**config.mk**
```make
export PLATFORM = sky130hd
export DESIGN_NAME = rect_hit_cmp
export DESIGN_NICKNAME = d
export VERILOG_FILES = /design/src/rtl/rect_hit_test_pkg.sv /design/src/rtl/rect_hit_cmp.sv
export SDC_FILE = /design/constraint.sdc
export NUM_CORES = 1
export LEC_CHECK = 0
export BUFFER_PORTS_ARGS = -buffer_cell sky130_fd_sc_hd__buf_2
export CAP_MARGIN = 20
export CORE_AREA = 8 8 94 96
export DETAILED_ROUTE_END_ITERATION = 12
export DIE_AREA = 0 0 102 104
export GPL_TIMING_DRIVEN = 0
export PLACE_DENSITY = 0.72
export SYNTH_ARGS = -nofsm -noshare
export SYNTH_HDL_FRONTEND = slang
export SYNTH_SLANG_ARGS = --single-unit
```
**constraint.sdc**
```tcl
create_clock -name vclk -period 18.2
set_clock_uncertainty 0.2 [all_clocks]
set_input_delay 5.46 -clock vclk [all_inputs]
set_output_delay 5.46 -clock vclk [all_outputs]
set_load 0.01 [all_outputs]
```
**src/rtl/rect_hit_test_pkg.sv**
```systemverilog
// Shared constants, record layout and FSM encoding for the rectangle hit-test stage.
package rect_hit_test_pkg;

    localparam int RECT_COUNT       = 8;
    localparam int RECT_COUNT_WIDTH = $clog2(RECT_COUNT);
    localparam int RECT_FIELDS      = 5;

    // Word offsets inside one rectangle record in memory.
    localparam int RECT_X     = 0;
    localparam int RECT_Y     = 1;
    localparam int RECT_W     = 2;
    localparam int RECT_H     = 3;
    localparam int RECT_COLOR = 4;

    typedef struct packed {
        logic signed [15:0] x;
        logic signed [15:0] y;
        logic        [15:0] w;
        logic        [15:0] h;
        logic        [15:0] color;
    } rect_t;

    typedef enum logic [1:0] {
        ST_IDLE,
        ST_FETCH,
        ST_DRAIN,
        ST_COMMIT
    } fetch_state_t;

endpackage

```
**src/rtl/rect_hit_cmp.sv**
```systemverilog
// Combinational containment check of one pixel against one rectangle.
module rect_hit_cmp
    import rect_hit_test_pkg::*;
(
    input  rect_t              rect,
    input  logic signed [15:0] px,
    input  logic signed [15:0] py,
    output logic               hit
);

    // Two extra bits so x + w (and y + h) can never wrap, even for the
    // largest positive origin with the largest extent.
    logic signed [17:0] x_lo, x_hi, y_lo, y_hi, px_e, py_e;

    assign x_lo = {{2{rect.x[15]}}, rect.x};
    assign y_lo = {{2{rect.y[15]}}, rect.y};
    assign x_hi = x_lo + $signed({2'b00, rect.w});
    assign y_hi = y_lo + $signed({2'b00, rect.h});
    assign px_e = {{2{px[15]}}, px};
    assign py_e = {{2{py[15]}}, py};

    // Half-open interval test on both axes; empty rects never hit.
    always_comb begin
        hit = (rect.w != 16'd0) && (rect.h != 16'd0) &&
              (px_e >= x_lo) && (px_e < x_hi) &&
              (py_e >= y_lo) && (py_e < y_hi);
    end

endmodule

```
==> run summary, run 1 <==
The logs give 0 for the count of unresolved DRC violations after routing and 0.409 for the initial core utilization. The multi-input combinational cells in the finished layout cover a total of 2890 um^2. For the number of max-slew violations in the final report, the log shows 0. The number of hold violations in the final report came out at 0. The switching part of the total is 0.528. The kind of start point of the critical path was an input pin.

The initialized floorplan defines 32 standard-cell rows. The cell area that synthesis handed to floorplanning was 3050 um^2. The share of total power in the clock network was 0; the quantity of I/O buffers inserted on ports was 97.

Power density relative to cell area: 33.3 nW/um^2. The internal power summed over all cells is 0.0575 mW. For the final antenna-violating net count, the log shows 0. Area of the core region: 7450 um^2. Of all cell types, the one taking the most synthesized area is ha_1. The post-detailed-route via-to-cell ratio works out to 5.32. Averaged over all synthesized cells, the footprint is 7.69 um^2.

Yosys printed 0 warnings. Minimum setup slack in the final design: 3.15 ns. The die is 104 um tall. Counting instances in the post-synthesis netlist gives the leading cell types as ha_1, inv_1, a21oi_1, a21o_1, o21ai_0. Across the run, the number of max-cap violations was 0. The filler cell count in the final layout came out at 769. The logs give 0.976 for the global placement routability congestion and 3.16 ns for the worst slack after detailed placement. The layout cell share with drive strength beyond 1 is 0.217. The overflow left after global routing is 0. For the worst setup path, the data required time is 12.54 ns. The sequential fraction of design power is 0, and the HPWL after detailed placement is 7900 um.

Summed over all layers, the routed wires come to 8380 um. After routing the design area is 3660 um^2. For the pin with the worst max-slew slack, the measured transition is 0.642 ns. Clock buffer instance count of the final layout: 0.

The fmax is 66.4 MHz. Registers take 0 um^2. The analysis attributes to net switching a power of 0.0642 mW.

The aggregate global-route resource usage was 0.155. Final worst-path cycle share: 0.827. Endpoint type of the worst setup path: an output pin. For the portion of total power attributed to combinational logic, the log shows 1.000.

For the hold buffer count at CTS, the log shows 0. Synthesis instantiated 42 different standard cells from the library. The aggregate negative setup slack is 0 ns.

The flow ran to the end, and the final reports show no timing, DRC or antenna violations. In the final routed layout, each cell accounts on average for 14.1 um. The floorplan step set the die width to 102 um.

Setup repair after global routing left no endpoint under its margin. The number of nets in the finished design is 709. The critical path in this run is classified as input pin to output pin.

The first detailed-routing pass ran for 4 iterations. Setup violations remaining at the end of the flow were counted as 0. The detailed router finished its first iteration with 60 violations.

The maximum number of pins on one net before global-route repair was 7; the share of Yosys cell area claimed by the top area cell type was 0.411. Post-synthesis cell count: 396. In this run the cell area measured after placement is 3660 um^2.

Detailed routing inserted a total of 3,164 vias. The peak fanout along the critical path works out to 4. At the worst endpoint, the arrival time is 9.39 ns.

Final antenna diode count: 0. The classification of the worst-slack hold path is input pin to output pin. The relative max-transition margin was 0.567. The minimum period implied by the final worst setup slack came out at 15.05 ns. The most common cell in the synthesized netlist is ha_1. Post-CTS setup repair buffer count: 0. The tools report the wire length of the first global-routing pass as 14,300 um. The final sequential cell count came out at 0. 113 I/O pins were placed.

The logs give 10,600 um^2 for the full die area and 610 for the post-synth net total. Worst IR drop on VDD: 0.0143 mV. Ranked by total cell area, the synthesized netlist is headed by ha_1, a21oi_1, a21o_1. Compared with the post-synthesis result, the final layout area differs by 20.1%. For the via count of the first global-routing pass, the log shows 3,382.

The analysis attributes to cell leakage a power of 2.04 nW. Gates resized during post-CTS repair numbered 0. The tools report the initial antenna violation count as 0. Fraction of the yosys area taken by sequential cells: 0.
-- power by group through the flow --
stage	registers, mW	clock network [mW]	logic, mW
global route	0	0	0.140
detailed placement	0	0	0.122
global placement	0	0	0.118
finish	0	0	0.122
floorplan	0	0	0.0864
CTS	0	0	0.123
-- metrics by stage --
stage | instances | hold slack, ns | utilization | power (mW)
after global placement | 595 | 11.34 | 0.491 | 0.118
after detailed placement | 595 | 11.35 | 0.491 | 0.122
after floorplan | 396 | 11.05 | - | 0.0864
final | 595 | 11.34 | 0.491 | 0.122
after global routing | 595 | 11.39 | 0.491 | 0.140
after CTS | 595 | 11.35 | 0.491 | 0.123
-- kinds of logic after synthesis --
kind of cell / Yosys count / share of synthesized area
buf+inv: 41 / 0.0505
compound gates: 131 / 0.278
xor+xnor: 31 / 0.0891
mux: 1 / 0.00329
fa+ha+maj: 102 / 0.424
simple gates: 90 / 0.155
-- worst max-delay path, stage by stage --
cell       delay [ns]
buf_2            0.12
ha_1             0.23
fa_1             0.43
a21o_1           0.21
a21oi_1          0.20
o21ai_0          0.29
a21o_1           0.28
a31oi_1          0.29
o21ai_0          0.15
xnor2_1          0.15
ha_1             0.18
nand2b_1         0.16
a2111oi_0        0.33
o21ai_0          0.16
a32o_1           0.23
nor4_1           0.31
buf_2            0.20
-- path summary, 6_finish.rpt --
path,cells past startpoint,end,slack (ns),from
hold / removal,5,hit,11.34,py[15]
setup / recovery,17,hit,3.15,rect[32]
-- placed cells by master (no fill, tap or decap), types with 9 or more instances in the layout --
master      n
a21o_1     26
nor4_1     10
buf_2      97
xor2_1     19
inv_1      41
xnor2_1    12
nand2b_1    9
ha_1      100
a21oi_1    40
nand4_1    11
o21ai_0    24
nor2_1     20
nand2_1    14
-- layer usage --
metal,global-route usage,part of all wire,up-vias
li1,-,-,1692
met1,0.197,0.47,1389
met2,0.286,0.48,81
met3,0.00937,0.050,2
met4,0.00315,0.0020,0
met5,0,0,-
-- layout make-up --
| class | count | share of cell area |
|---|---|---|
| well taps | 102 | 0.0349 |
| repair buffers | 97 | 0.133 |
| inverters | 41 | 0.0421 |
| multi-input cells | 355 | 0.790 |
Power figures use the tool's default switching activity.
==> run 2: changes to the inputs <==
- ABC_AREA: not set -> 1
- CORE_AREA: 8 8 94 96 -> 8 8 99 101
- DIE_AREA: 0 0 102 104 -> 0 0 107 109
- clock period: 18.2 -> 14.1 ns (I/O delays scaled with it)
==> run summary, run 2 <==
Warning count from the yosys run: 0 (unchanged). The HPWL after detailed placement is 8820 um (was 7900 um). The largest delay contributor family on the critical path is adder cells (was compound AO/OA/AOI/OAI gates).

The tools report the share of total power in the clock network as 0 (about the same). Post-route total power: 0.174 mW (was 0.122 mW). The count of final setup violators came out at 0 (unchanged). The minimum setup slack in the final design is 2.44 ns (was 3.15 ns), and the worst path required time is 9.67 ns (was 12.54 ns).

The number of primary I/O pins came out at 113 (unchanged). The cell taking the most area after synthesis is ha_1 (unchanged). The average detailed-routed wire length per instance is 12.5 um (was 14.1 um). The logs give 30 (was 42) for the count of cell types in the netlist and 0 (unchanged) for the clock buffer instance count of the final layout. The synthesized-area fraction occupied by and/or/nand/nor cells was 0.259 (was 0.155); the worst slack after detailed placement was 2.41 ns (was 3.16 ns). The run gives 547 (was 396) as the post-synthesis cell count.

For the global placement routability congestion, the log shows 0.940 (was 0.976). The post-synth net total is 761 (was 610), and the post-synthesis xor/xnor area fraction is 0.0756 (was 0.0891). The run gives 0 (unchanged) as the reported max-cap violation count. End point of the most critical hold path: hit (unchanged). The post-detailed-route via-to-cell ratio was 5.03 (was 5.32). The number of nets in the finished design is 860 (was 709), and the layout cell share with drive strength beyond 1 is 0.180 (was 0.217). The slew at the pin with the worst max-slew slack works out to 0.411 ns (was 0.642 ns). The reported net switching power was 0.100 mW (was 0.0642 mW).

The final antenna-violating net count is 0 (unchanged). Critical path class: input pin to output pin (unchanged). Die outline height: 109 um (was 104 um). Final worst-path cycle share: 0.827. The initial core utilization came out at 0.415 (was 0.409). The area share of fa/ha/maj cells after synthesis came out at 0.372 (was 0.424).

Combinational family with the most area after synthesis: adder cells (unchanged). For the full die area, the log shows 11,700 um^2 (was 10,600 um^2). Filler cell count in the final layout: 853 (was 769). The power density relative to cell area is 42.5 nW/um^2 (was 33.3 nW/um^2), and the share of Yosys cell area claimed by the top area cell type is 0.360 (was 0.411).

The sequential fraction of design power was 0 (about the same); the number of hold violations in the final report was 0 (unchanged). The run gives 3110 um^2 (was 2890 um^2) as the area taken by multi-input logic gates. Data arrival at the endpoint of the critical path: 7.23 ns (was 9.39 ns). For the fmax, the log shows 85.8 MHz.

The wire length of the first global-routing pass was 16,100 um (was 14,300 um). The static leakage power is 2.46 nW (was 2.04 nW). Leading cell types in the layout, fill and taps excluded: nand2_1, ha_1, inv_1, buf_2, a21oi_1 (was ha_1, buf_2, inv_1). Length of the first detailed-routing pass in iterations: 4 (unchanged).

Leading post-synthesis cells by cell area: ha_1, nand2_1, inv_1 (was ha_1, a21oi_1, a21o_1). The post-CTS setup repair buffer count is 0 (unchanged), and the area taken by flip-flops and latches is 0 um^2 (unchanged). The classification of the worst-slack hold path was input pin to output pin (unchanged). Setup repair after global routing left no endpoint under its margin.

For the via count of the first global-routing pass, the log shows 3,815 (was 3,382). The worst IR drop on VDD came out at 0.0192 mV (was 0.0143 mV). The number of vias in the routed layout was 3,783 (was 3,164). Beginning of the worst hold path: py[15] (unchanged). The internal power summed over all cells came out at 0.0737 mW (was 0.0575 mW). Chain of cells forming the critical path: buf_2, ha_1, fa_1, a21oi_1, o21bai_2, nand3_1, nand3_1, a21oi_1, xor2_1, ha_1, nand2_1, inv_1, nand2_1, nand2_1, a21oi_1, nand3_1, nand2_1, inv_1, nor2_1, nand3_1, nor2_1, buf_2 (was buf_2, ha_1, fa_1, a21o_1, a21oi_1, o21ai_0, a21o_1, a31oi_1, o21ai_0, xnor2_1, ha_1, nand2b_1, a2111oi_0, o21ai_0, a32o_1, nor4_1, buf_2). The portion of total power attributed to combinational logic was 1.000 (about the same); the floorplan die width was 107 um (was 102 um). Most used standard cell by instance count after synthesis: nand2_1 (was ha_1).

The switching part of the total is 0.577 (was 0.528). The run gives 4100 um^2 (was 3660 um^2) as the cell area reported after detailed placement. The run gives 0 ns (unchanged) as the aggregate negative setup slack. The buffer and inverter count on the worst path came out at 4 (was 2). The endpoint type of the worst setup path is an output pin (unchanged).

The met1 capacity usage during global routing was 0.197 (about the same). The cell depth of the worst min-delay path came out at 6 (was 5). The tools report the hold buffer count at CTS as 0 (unchanged).

The quantity of I/O buffers inserted on ports was 97 (unchanged); the number of max-slew violations in the final report was 0 (unchanged). The run gives 0.306 (was 0.286) as the met2 track demand over resource in global routing. The maximum single-stage delay on the critical path was 0.42 ns (was 0.43 ns). Top cell types by occurrence after synthesis: nand2_1, ha_1, inv_1, a21oi_1, nor2_1 (was ha_1, inv_1, a21oi_1, a21o_1, o21ai_0). For the aggregate global-route resource usage, the log shows 0.161 (was 0.155). The kind of start point of the critical path was an input pin (unchanged). The most crowded layer after global routing was met2 (unchanged). Most common library cell in the layout ignoring fill and taps: nand2_1 (was ha_1). The run gives 4100 um^2 (was 3660 um^2) as the summed area of non-filler cells in the final layout. The global routing met3 resource utilization is 0.0148 (was 0.00937). Fraction of the yosys area taken by sequential cells: 0 (unchanged). The count of unresolved DRC violations after routing came out at 0 (unchanged).

For the initial detailed-routing violation count, the log shows 116 (was 60). For the post-detailed-routing wire length, the log shows 9370 um (was 8380 um). The maximum number of pins on one net before global-route repair came out at 6 (was 7). The final sequential cell count was 0 (unchanged); the average cell area after synthesis was 6.35 um^2 (was 7.69 um^2).

The growth of design area from synthesis to finish came out at 17.9% (was 20.1%). The flow ran to the end, and the final reports show no timing, DRC or antenna violations. The peak fanout along the critical path works out to 4 (unchanged).

The post-layout utilization of the core was 0.489 (was 0.491). The run gives 3470 um^2 (was 3050 um^2) as the synthesized area. The minimum period implied by the final worst setup slack came out at 11.66 ns. Number of placement rows: 34 (was 32).

Overflow left after global routing: 0 (unchanged). The area fraction in compound gates after synthesis works out to 0.189 (was 0.278). The portion of netlist area occupied by mux cells is 0 (was 0.00329), and the final antenna diode count is 0 (unchanged). The logic depth of the worst setup path including buffers is 22 (was 17). The cell with the largest stage delay on the worst path is fa_1 (unchanged). The relative max-transition margin was 0.723 (was 0.567); the number of cells upsized or downsized after cts was 0 (unchanged). Area of the core region: 8380 um^2 (was 7450 um^2). The initial antenna violation count was 0 (unchanged).
run 2: cell types whose count changed in the layout (fill, tap and decap cells not counted), moves of 5 or more:
cell and change:
a21oi_1 +11, a21oi_2 +6, a211oi_1 -5, o21ai_0 -5, nand2b_1 -9, a21o_1 -22
inv_1 +56, nand3_1 +16, nor2_1 +21, nand2_1 +109
run 2: logic make-up (layout without fill, tap and decap cells):
family | after synthesis | count (layout)
AOI/OAI and AO/OA | 106 | 106
buffers and inverters | 97 | 194
adders and majority gates | 102 | 102
and+or+nand+nor | 212 | 212
xor gates and xnor gates | 30 | 30
run 2: final cells by class:
| type | count | share of cell area |
|---|---|---|
| Tap cell | 108 | 0.0330 |
| Timing Repair Buffer | 97 | 0.119 |
| Multi-Input combinational cell | 450 | 0.760 |
| Inverter | 97 | 0.0889 |
run 2: how the worst max path moves through the flow:
| stage | startpoint | end | slack, ns |
|---|---|---|---|
| 2_1_floorplan | rect[32] | hit | 2.99 |
| 3_3_place_gp | rect[32] | hit | 2.46 |
| 3_5_place_dp | rect[32] | hit | 2.41 |
| 4_1_cts | rect[32] | hit | 2.40 |
| 5_1_grt | rect[32] | hit | 2.10 |
| 6_report | rect[32] | hit | 2.44 |
run 2: per-stage QoR:
| step | hold slack, ns | instances |
|---|---|---|
| after CTS | 8.93 | 752 |
| final | 8.93 | 752 |
| after global routing | 9.01 | 752 |
| after floorplan | 8.59 | 547 |
| after detailed placement | 8.93 | 752 |
| after global placement | 8.90 | 752 |
run 2: power groups by stage:
stage	clock network, mW	registers, mW	logic [mW]
3_3_place_gp	0	0	0.168
3_5_place_dp	0	0	0.173
5_1_grt	0	0	0.203
4_1_cts	0	0	0.175
6_report	0	0	0.174
2_1_floorplan	0	0	0.125
run 2: metal layers:
| layer | vias to the layer above | routed length, um |
|---|---|---|
| met4 | 0 | 78 |
| met3 | 7 | 408 |
| li1 | 2027 | - |
| met1 | 1675 | 4220 |
| met2 | 74 | 4660 |
| met5 | - | 0 |
run 2: worst min-delay path, stage by stage:
cell     delay (ns)
buf_2          0.13
ha_1           0.23
nand2_1        0.07
nand2_1        0.05
nor2_1         0.05
buf_2          0.14
